==> src/rtl/l2_sqrt.sv <==
// Digit-by-digit integer square root, two operand bits per cycle.
// The upstream overflow tag travels with each operand and saturates the result.
module l2_sqrt #(
  parameter int WIDTH_IN  = 20,
  parameter int WIDTH_OUT = WIDTH_IN / 2
) (
  input  logic                 clk,
  input  logic                 reset,
  input  logic [WIDTH_IN-1:0]  f_in,
  input  logic                 valid_in,
  input  logic                 ovf_in,
  output logic                 busy,
  output logic [WIDTH_OUT-1:0] root,
  output logic [WIDTH_OUT:0]   rem,
  output logic                 ovf_out,
  output logic                 valid_out,
  output logic                 drop
);

  localparam int RW = WIDTH_OUT + 2;
  localparam int CW = $clog2(WIDTH_OUT);

  typedef enum logic [1:0] {
    IDLE = 2'd0,
    CALC = 2'd1,
    DONE = 2'd2
  } state_t;

  state_t               state_q, state_d;
  logic [WIDTH_IN-1:0]  op_q, op_d;
  logic [RW-1:0]        r_q, r_d;
  logic [WIDTH_OUT-1:0] q_q, q_d;
  logic [CW-1:0]        cnt_q, cnt_d;
  logic                 ovf_q, ovf_d;
  logic [WIDTH_OUT-1:0] root_q, root_d;
  logic [WIDTH_OUT:0]   rem_q, rem_d;
  logic                 ovf_out_q, ovf_out_d;
  logic                 valid_out_q, valid_out_d;
  logic                 drop_q, drop_d;
  logic                 busy_q, busy_d;

  logic                 accept_s;
  logic [RW-1:0]        r_sh_s;
  logic [RW-1:0]        trial_s;
  logic [RW-1:0]        r_next_s;
  logic [WIDTH_OUT-1:0] q_next_s;

  // One root digit per cycle; the top two remainder bits are always zero before the shift.
  always_comb begin
    accept_s = valid_in && (state_q != CALC);
    r_sh_s   = {r_q[RW-3:0], op_q[WIDTH_IN-1 -: 2]};
    trial_s  = {q_q, 2'b01};
    if (r_sh_s >= trial_s) begin
      r_next_s = r_sh_s - trial_s;
      q_next_s = {q_q[WIDTH_OUT-2:0], 1'b1};
    end else begin
      r_next_s = r_sh_s;
      q_next_s = {q_q[WIDTH_OUT-2:0], 1'b0};
    end
  end

  // Next-state and registered-output logic.
  always_comb begin
    state_d     = state_q;
    op_d        = op_q;
    r_d         = r_q;
    q_d         = q_q;
    cnt_d       = cnt_q;
    ovf_d       = ovf_q;
    root_d      = root_q;
    rem_d       = rem_q;
    ovf_out_d   = ovf_out_q;
    valid_out_d = 1'b0;
    drop_d      = 1'b0;
    case (state_q)
      IDLE, DONE: begin
        if (accept_s) begin
          op_d    = f_in;
          r_d     = '0;
          q_d     = '0;
          cnt_d   = CW'(WIDTH_OUT - 1);
          ovf_d   = ovf_in;
          state_d = CALC;
        end else begin
          state_d = IDLE;
        end
      end
      CALC: begin
        drop_d = valid_in;
        r_d    = r_next_s;
        q_d    = q_next_s;
        op_d   = {op_q[WIDTH_IN-3:0], 2'b00};
        cnt_d  = cnt_q - CW'(1);
        if (cnt_q == '0) begin
          state_d     = DONE;
          valid_out_d = 1'b1;
          if (ovf_q) begin
            root_d    = '1;
            rem_d     = '0;
            ovf_out_d = 1'b1;
          end else begin
            root_d    = q_next_s;
            rem_d     = r_next_s[WIDTH_OUT:0];
            ovf_out_d = 1'b0;
          end
        end else begin
          state_d = CALC;
        end
      end
      default: begin
        state_d = IDLE;
      end
    endcase
    busy_d = (state_d == CALC);
  end

  // State and output registers, cleared asynchronously.
  always_ff @(posedge clk or posedge reset) begin
    if (reset) begin
      state_q     <= IDLE;
      op_q        <= '0;
      r_q         <= '0;
      q_q         <= '0;
      cnt_q       <= '0;
      ovf_q       <= 1'b0;
      root_q      <= '0;
      rem_q       <= '0;
      ovf_out_q   <= 1'b0;
      valid_out_q <= 1'b0;
      drop_q      <= 1'b0;
      busy_q      <= 1'b0;
    end else begin
      state_q     <= state_d;
      op_q        <= op_d;
      r_q         <= r_d;
      q_q         <= q_d;
      cnt_q       <= cnt_d;
      ovf_q       <= ovf_d;
      root_q      <= root_d;
      rem_q       <= rem_d;
      ovf_out_q   <= ovf_out_d;
      valid_out_q <= valid_out_d;
      drop_q      <= drop_d;
      busy_q      <= busy_d;
    end
  end

  assign busy      = busy_q;
  assign root      = root_q;
  assign rem       = rem_q;
  assign ovf_out   = ovf_out_q;
  assign valid_out = valid_out_q;
  assign drop      = drop_q;

endmodule

==> config.mk <==
export PLATFORM = sky130hd
export DESIGN_NAME = l2_sqrt
export DESIGN_NICKNAME = d
export VERILOG_FILES = /design/src/rtl/l2_sqrt.sv
export SDC_FILE = /design/constraint.sdc
export NUM_CORES = 1
export LEC_CHECK = 0
export CORE_MARGIN = 8
export CORE_UTILIZATION = 59
export DETAILED_ROUTE_END_ITERATION = 10
export PLACE_DENSITY = 0.83
export SLEW_MARGIN = 20
export SYNTH_ARGS = -nofsm -noshare
export SYNTH_HDL_FRONTEND = slang
export SYNTH_SLANG_ARGS = --single-unit
==> constraint.sdc <==
create_clock -name clk -period 4.31 [get_ports clk]
set_clock_uncertainty 0.2 [all_clocks]
set_input_delay 0.862 -clock clk [delete_from_list [all_inputs] [get_ports clk]]
set_output_delay 0.862 -clock clk [all_outputs]
set_load 0.02 [all_outputs]
; ---- Word-level counts from Yosys, hierarchy flattened
; Index checks and enable logic that the tools add are counted.
[totals]
romBits = 0
ram_bits = 0
latch_bits = 0
inputBits = 24
memories = 0
register_bits = 72
output_inout_bits = 25
word_cells = 47
[classes]
n_lt_le_gt_ge = 1
bitwise_logic = 0
n_addsub = 2
div = 0
n_shift = 0
n_reduce_logical = 8
multipliers = 0
n_mux = 19
eq_ne = 5
[op_table]
columns = cell, count
row1 = $pmux W10 S2, 2
row2 = $pmux W20 S2, 1
row3 = $mux W10, 3
row4 = $mux W11, 2
row5 = $mux W20, 1
row6 = $ge A12 B12 Y1, 1
row7 = $sub A11 B11 Y11, 1
row8 = $pmux W4 S2, 1
row9 = $mux W1, 6
row10 = $reduce_and A2 Y1, 3
row11 = $eq A2 B1 Y1 const B, 2
row12 = $logic_not A4 Y1, 1
row13 = $mux W4, 1
row14 = $pmux W2 S2, 1
row15 = $sub A4 B1 Y4 const B, 1
row16 = $eq A2 B2 Y1 const B, 1
row17 = $logic_not A2 Y1, 1
row18 = $mux W2, 1
row19 = $ne A2 B1 Y1 const B, 1
row20 = $ne A2 B2 Y1 const B, 1
row21 = $reduce_bool A2 Y1, 1
row22 = $reduce_or A2 Y1, 1
row23 = $logic_and A1 B1 Y1, 1

; ---- Longest topological paths before layout
; Gate-level depths: netlist (run 1).
[depth]
depth_word = 5
mapped_depth = 10
depth_no_buf = 8

; ---- Worst setup path after synthesis (run 1)
; OpenSTA, ideal clock, no wires.
[synth_path]
kind = input to register
start = in valid_in
end = reg op_q[10]
setup_time_ns = 0.066
arrival_time_ns = 1.978
t_required_ns = 4.044
cell_stages = 7
path_slack_ns = 2.066
n_path_buf = 3
cell_sequence = nor2b_1 -> clkbuf_1 -> nor2_1 -> clkbuf_1 -> buf_1 -> nand2_1 -> nand2_1
[synth_between]
elab_chain_cells = 3
[synth_rtl]
columns = element, line
row1 = start: declaration, 10  ; input logic valid_in,
row2 = $logic_and A1 B1 Y1, 50  ; accept_s = valid_in && (state_q != CALC);
row3 = $ne A2 B2 Y1 (no line), n/a
row4 = $reduce_and A2 Y1 (no line), n/a
row5 = end signal: assignment, 134  ; op_q <= op_d;
row6 = end: declaration, 30  ; logic [WIDTH_IN-1:0] op_q, op_d;
; No other way between the ends.
; A chain may end at the register's enable or synchronous reset.

; ---- Worst setup path after layout (run 1)
[layout_path]
start = reg q_q[3]
end = reg r_q[9]
[layout_between]
elab_chain_cells = 3
elab_cells_between_ends = 4
classes_between = add/sub: 1 / order compare: 1 / mux: 2
[layout_rtl]
columns = element, line
row1 = start: declaration, 32  ; logic [WIDTH_OUT-1:0] q_q, q_d;
row2 = start signal: assignment, 136  ; q_q <= q_d;
row3 = $sub A11 B11 Y11 / $ge A12 B12 Y1 (equally long branches), "54, 53"
row4 = $mux W11 (*), 53  ; if (r_sh_s >= trial_s) begin
row5 = $pmux W10 S2 (*), 75  ; case (state_q)
row6 = end signal: assignment, 135  ; r_q <= r_d;
row7 = end: declaration, 31  ; logic [RW-1:0] r_q, r_d;
; Mark *: on every way between the ends. The rest lies on a longest branch, timed or not.

==> results.toml, run 1 <==
[run_status]
outcome = "completed"

[grt]
grt_pass1_vias = 2848
grt_pass1_wl_um = 13200
grtUsageMet2 = 0.313
track_usage = 0.189
grtUsageMet1 = 0.223
antenna_found_initial = 0
gr-usage-met3 = 0.0529
busiest_layer = "met2"
grt-ovfl-total = 0
grt_max_degree = 48

[critical_path]
r2r-start = "q_q[3]"
ff2ff_setup_slack_ns = 1.65
cp_top_family = "compound AO/OA/AOI/OAI gates"
crit_start = "q_q[3]"
critPathKind = "register to register"
cp.required_ns = 4.30
cp_max_fo = 15
crit_arrival_ns = 2.65
path_buf_inv = 1
crit_path_end_kind = "register"
r2r_cells = 8
critPathLaunchType = "register"
cp.depth = 8
crit_chain = "inv_1, ha_1, nand2_1, nor3_4, a211oi_2, a21oi_4, mux2i_1, o21ai_1"
critPathMaxStageDelay_ns = 0.53
cp_slowest_cell = "a21oi_4"
crit_path_end = "r_q[9]"
r2r_end = "r_q[9]"

[power_and_ir_drop]
powerDensity_nw_per_um2 = 926
leakage_nw = 1.92
ir_drop_v = 0.000582

[yosys]
synthFlopType = "dfrtp_1"
synth-async-reset-ratio = 1.00
yosys_register_bits = 72
ys_warn_count = 0
yosysSeqAreaShare = 0.508
synth_edf_count = 0
synth_area_um2 = 3550
avgSynthCellArea_um2 = 9.53
synthDistinctLibCells = 46
syn_nets = 409
synth_cells = 372

[timing]
finalSetupTns_ns = 0
slew_violations = 0
slew_headroom = 0.485
fmax_mhz = 377
setup_viol = 0
rsz0062_at_grt = "false"
hold_violations = 0
whs_ns = 0.274
worst_pin_slew_ns = 0.772
finalCritPeriodShare = 0.616
fin_crit_ns = 2.66

[die]
core_um2 = 5850
rows = 28
pin_count = 49
die_h_um = 93.5
initial_utilization = 0.606
dieArea_um2 = 8750
die_w_um = 93.5

[finish]
insertedDiodeCount = 0
drive_above_1_share = 0.0738
seqCellArea_um2 = 1800
nFillCells = 444
multiInputGateArea_um2 = 1570
layout.nets = 453
syn_to_final_growth_pct = 19.4

[hold_path]
hold_class = "register to register"
hold_depth = 2

[cts]
clockRootBuffer = "clkbuf_8"
cts_sinks = 72
cts_tree = "yes"
numCtsBuffers = 9
clockBufferDepth = 2
cts_resized = 0
cts_setup_buffers = 0
insertion_delay_ns = 0.34
cts.htree.levels = 3
clk_pin_slew_ns = 0.07
holdBufCountCts = 0

[placed_design]
finalWeightedCongestion = 0.881
io_buffer_count = 48
hpwl_um = 5420

[route]
drc = 0
vias_per_cell = 5.72
ant_nets = 0
drt_wl_total_um = 7730
via_count = 2829
drt_iter0_markers = 133
wire_per_inst_um = 15.6
first_pass_iters = 4

[run]
drv_cap = 0
state kept, by name, indices dropped and copies added, names as in the netlist:
signal     cells
q_q           10
rem           11
busy           1
cnt_q          4
valid_out      1
drop           1
state_q        2
root          10
ovf_q          1
r_q           10
ovf_out        1
op_q          20
per-stage QoR:
stage / total power [mW] / instances / setup slack (ns) / area [µm²] / utilization
final: 3.92 / 495 / 1.65 / 4230 / 0.724
after global routing: 4.25 / 495 / 1.41 / 4230 / 0.724
after CTS: 3.94 / 495 / 1.62 / 4230 / 0.724
after detailed placement: 3.46 / 480 / 1.38 / 4070 / 0.696
after global placement: 3.38 / 480 / 1.47 / 4070 / 0.696
after floorplan: 2.90 / 372 / 1.42 / 3550 / -
per-layer routing:
layer	routed length, µm	vias to the layer above
met2	3910	77
met3	432	12
met5	0	-
li1	-	1382
met4	139	0
met1	3250	1358
tightest hold or removal path: stages (launching register included):
cell and delay (ns):
dfrtp_1 0.35, nand2_1 0.05, nand2_1 0.05
power breakdown:
group | total [mW] | internal, mW | switching [mW]
sequential | 1.20 | 0.985 | 0.218
combinational | 2.26 | 0.955 | 1.31
clock | 0.458 | 0.206 | 0.252
total | 3.92 | 2.15 | 1.78
layout make-up:
class | instances | share of cell area
well taps | 75 | 0.0222
multi-input cells | 257 | 0.371
clock inverters | 5 | 0.00798
clock buffers | 10 | 0.0301
inverters | 22 | 0.0195
repair buffers | 54 | 0.124
flip-flops and latches | 72 | 0.426
how the worst min path moves through the flow:
stage	from	to	slack [ns]
finish	root[0]	root[0]	0.27
CTS	root[0]	root[0]	0.28
floorplan	op_q[10]	op_q[10]	0.25
global placement	root[0]	root[0]	0.25
global route	op_q[9]	op_q[9]	0.30
detailed placement	root[0]	root[0]	0.26
cell usage after synthesis (2+ instances only):
library cell   n  area (µm²)
a221o_1        3        30.0
mux2i_1        9        90.1
nand2_2        2        12.5
o21a_1         4        30.0
o21ai_1       13        65.1
inv_1         22        82.6
a31oi_1        2        12.5
nor4b_1        2        17.5
nand2b_1       2        12.5
xnor2_1        5        43.8
nor3b_1        2        15.0
dfrtp_1       72        1800
a22oi_1       16         120
clkbuf_1      17        63.8
nor2b_1        6        37.5
nand2_1       80         300
ha_1          13         163
o31ai_1        8        60.1
o31a_1         2        17.5
a211oi_1       2        15.0
buf_4          2        15.0
a21oi_1        5        25.0
nor4_1         2        12.5
nor2_1        20        75.1
a311o_1        2        20.0
a22o_1         4        35.0
nor3_1         5        25.0
and2_1         3        18.8
nand3_1        2        10.0
o21ai_0       29         145
kinds of logic after synthesis:
| logic type | Yosys count | synth area share |
|---|---|---|
| multiplexers | 9 | 0.0254 |
| flip-flops | 72 | 0.508 |
| adder cells (fa/ha/maj) | 13 | 0.0459 |
| XOR/XNOR | 5 | 0.0123 |
| buffers and inverters | 43 | 0.0508 |
| AO/OA/AOI/OAI | 102 | 0.199 |
| AND/OR/NAND/NOR | 128 | 0.159 |
placed cells by master (no fill, tap or decap), types with 3 or more instances in the layout:
cell type,synthesis,final
nand2_1,80,80
dfrtp_1,72,72
clkdlybuf4s50_1,0,48
o21ai_0,29,29
inv_1,22,21
nor2_1,20,19
a22oi_1,16,16
o21ai_1,13,13
ha_1,13,13
mux2i_1,9,9
clkbuf_8,0,9
o31ai_1,8,8
buf_4,2,6
nor2b_1,6,5
nor3_1,5,5
a21oi_1,5,5
xnor2_1,5,5
o21a_1,4,4
a22o_1,4,4
a221o_1,3,3
and2_1,3,3
No activity file was read; power rests on OpenSTA's default activity.
==> run 2, diff against run 1 <==
--- a/config.mk
+++ b/config.mk
@@ -6,9 +6,9 @@
 export NUM_CORES = 1
 export LEC_CHECK = 0
 export CORE_MARGIN = 8
-export CORE_UTILIZATION = 59
+export CORE_UTILIZATION = 55
 export DETAILED_ROUTE_END_ITERATION = 10
-export PLACE_DENSITY = 0.83
+export PLACE_DENSITY = 0.78
 export SLEW_MARGIN = 20
 export SYNTH_ARGS = -nofsm -noshare
 export SYNTH_HDL_FRONTEND = slang
==> constraint.sdc (replaced) <==
create_clock -name clk -period 2.5 [get_ports clk]
set_clock_uncertainty 0.2 [all_clocks]
set_input_delay 0.5 -clock clk [delete_from_list [all_inputs] [get_ports clk]]
set_output_delay 0.5 -clock clk [all_outputs]
set_load 0.02 [all_outputs]
==> run 2 against run 1 <==
Clock power grew 110%. First-iteration DRC count grew 21%. Sequential share of layout area shrank 2.2 points. Routed wire length grew 6.4%. Critical path type unchanged. Critical endpoint is now rem[7]. Register-to-register slack lost 1.6 ns. Largest cell class unchanged.
==> results.toml, run 2 (synthesized netlist as in run 1, its figures left out) <==
[finish]
largest_register_ffs = 20
layout_common_cells = "nand2_1, dfrtp_1, clkdlybuf4s50_1"
final_common_cell = "nand2_1"
syn_to_final_growth_pct = 25.9
multiInputGateArea_um2 = 1630
seqCellArea_um2 = 1800
insertedDiodeCount = 0
fin_util = 0.711
layout.nets = 464
nFillCells = 481
top_register = "op_q"
drive_above_1_share = 0.132
final_cells = 509

[cts]
insertion_delay_ns = 0.35
clk_pin_slew_ns = 0.08
cts.htree.levels = 3
clockRootBuffer = "clkbuf_8"
cts_sinks = 72
cts_tree = "yes"
clockBufferDepth = 2
numCtsBuffers = 9

[critical_path]
critPathKind = "register to register"
critPathLaunchType = "register"
cp_slowest_cell = "dfrtp_1"
critPathMaxStageDelay_ns = 0.40
path_buf_inv = 2
cp_top_family = "compound AO/OA/AOI/OAI gates"
crit_path_end_kind = "register"
crit_arrival_ns = 2.44
cp.required_ns = 2.54
crit_chain = "inv_1, ha_2, a21oi_2, o21ai_1, a211oi_2, a21oi_4, buf_4, o311a_1, a221o_1"
cp_max_fo = 6

[placed_design]
hpwl_um = 5870
dpl.cell_count = 493
io_buffer_count = 48
place_ws_ns = 0.0965
finalWeightedCongestion = 0.856

[power_and_ir_drop]
ir_drop_v = 0.00112
leakage_nw = 2.01
powerDensity_nw_per_um2 = 1670
finalPower_mw = 7.46

[grt]
track_usage = 0.194
grt-ovfl-total = 0
grt_pass1_wl_um = 13900
grt_pass1_vias = 2899
antenna_found_initial = 0
grt_max_degree = 46

[run]
drv_cap = 0

[die]
rows = 29
dieArea_um2 = 9270
pin_count = 49
die_w_um = 96.3
core_um2 = 6280
die_h_um = 96.3
initial_utilization = 0.565

[timing]
setup_viol = 0
slew_headroom = 0.494
fmax_mhz = 416
fin_ws_ns = 0.0947
fin_crit_ns = 2.41
finalCritPeriodShare = 0.962
hold_violations = 0
slew_violations = 0
worst_pin_slew_ns = 0.759
whs_ns = 0.277

[route]
drt_wl_total_um = 8220
via_count = 2863
wire_per_inst_um = 16.2
first_pass_iters = 6
vias_per_cell = 5.62
drt_iter0_markers = 161
ant_nets = 0
drc = 0

[hold_path]
hold_class = "register to register"

[run_status]
outcome = "completed"
run 2: worst min-delay path: cells and delay by family (launching register included):
kind,cells,cell delay [ns]
AND/OR/NAND/NOR,1,0.05
flip-flops,1,0.34
AO/OA/AOI/OAI,1,0.05
run 2: path summary, 6_finish.rpt:
| check | start | endpoint | slack [ns] | cells past startpoint |
|---|---|---|---|---|
| max reg2reg | q_q[1] | rem[7] | 0.09 | 9 |
| min reg2reg | rem[10] | rem[10] | 0.28 | 2 |
| max | q_q[1] | rem[7] | 0.09 | 9 |
| min | rem[10] | rem[10] | 0.28 | 2 |
| min in group asynchronous | reset | busy | 0.35 | 2 |
| max in group asynchronous | reset | op_q[18] | 1.14 | 3 |
run 2: power by group:
part	internal, mW	switching (mW)
Clock	0.517	0.430
Combinational	1.98	2.46
Sequential	1.70	0.376
Total	4.20	3.26
run 2: per-layer routing:
metal	global-route usage	share of wire	vias up
met5	0	0	-
met4	0.0908	0.026	0
met3	0.0530	0.047	17
met2	0.321	0.50	68
met1	0.229	0.43	1366
li1	-	-	1412
run 2: cell type report:
| class | count | share of cell area |
|---|---|---|
| Inverter | 22 | 0.0193 |
| Multi-Input combinational cell | 257 | 0.365 |
| Clock buffer | 12 | 0.0347 |
| Tap cell | 77 | 0.0216 |
| Sequential cell | 72 | 0.404 |
| Clock inverter | 4 | 0.0115 |
| Timing Repair Buffer | 65 | 0.145 |
run 2: per-stage QoR:
stage	instance area, µm²	TNS (ns)
4_1_cts	4410	0
3_5_place_dp	4200	0
5_1_grt	4470	-0.0853
3_3_place_gp	4200	0
2_1_floorplan	3550	0
6_report	4470	0
run 2: what timing repair did:
item / CTS / global route
setup buffers: 0 / 0
hold buffers: 0 / 0
endpoints found under the setup margin: 0 / 8
resized for setup: 0 / 16
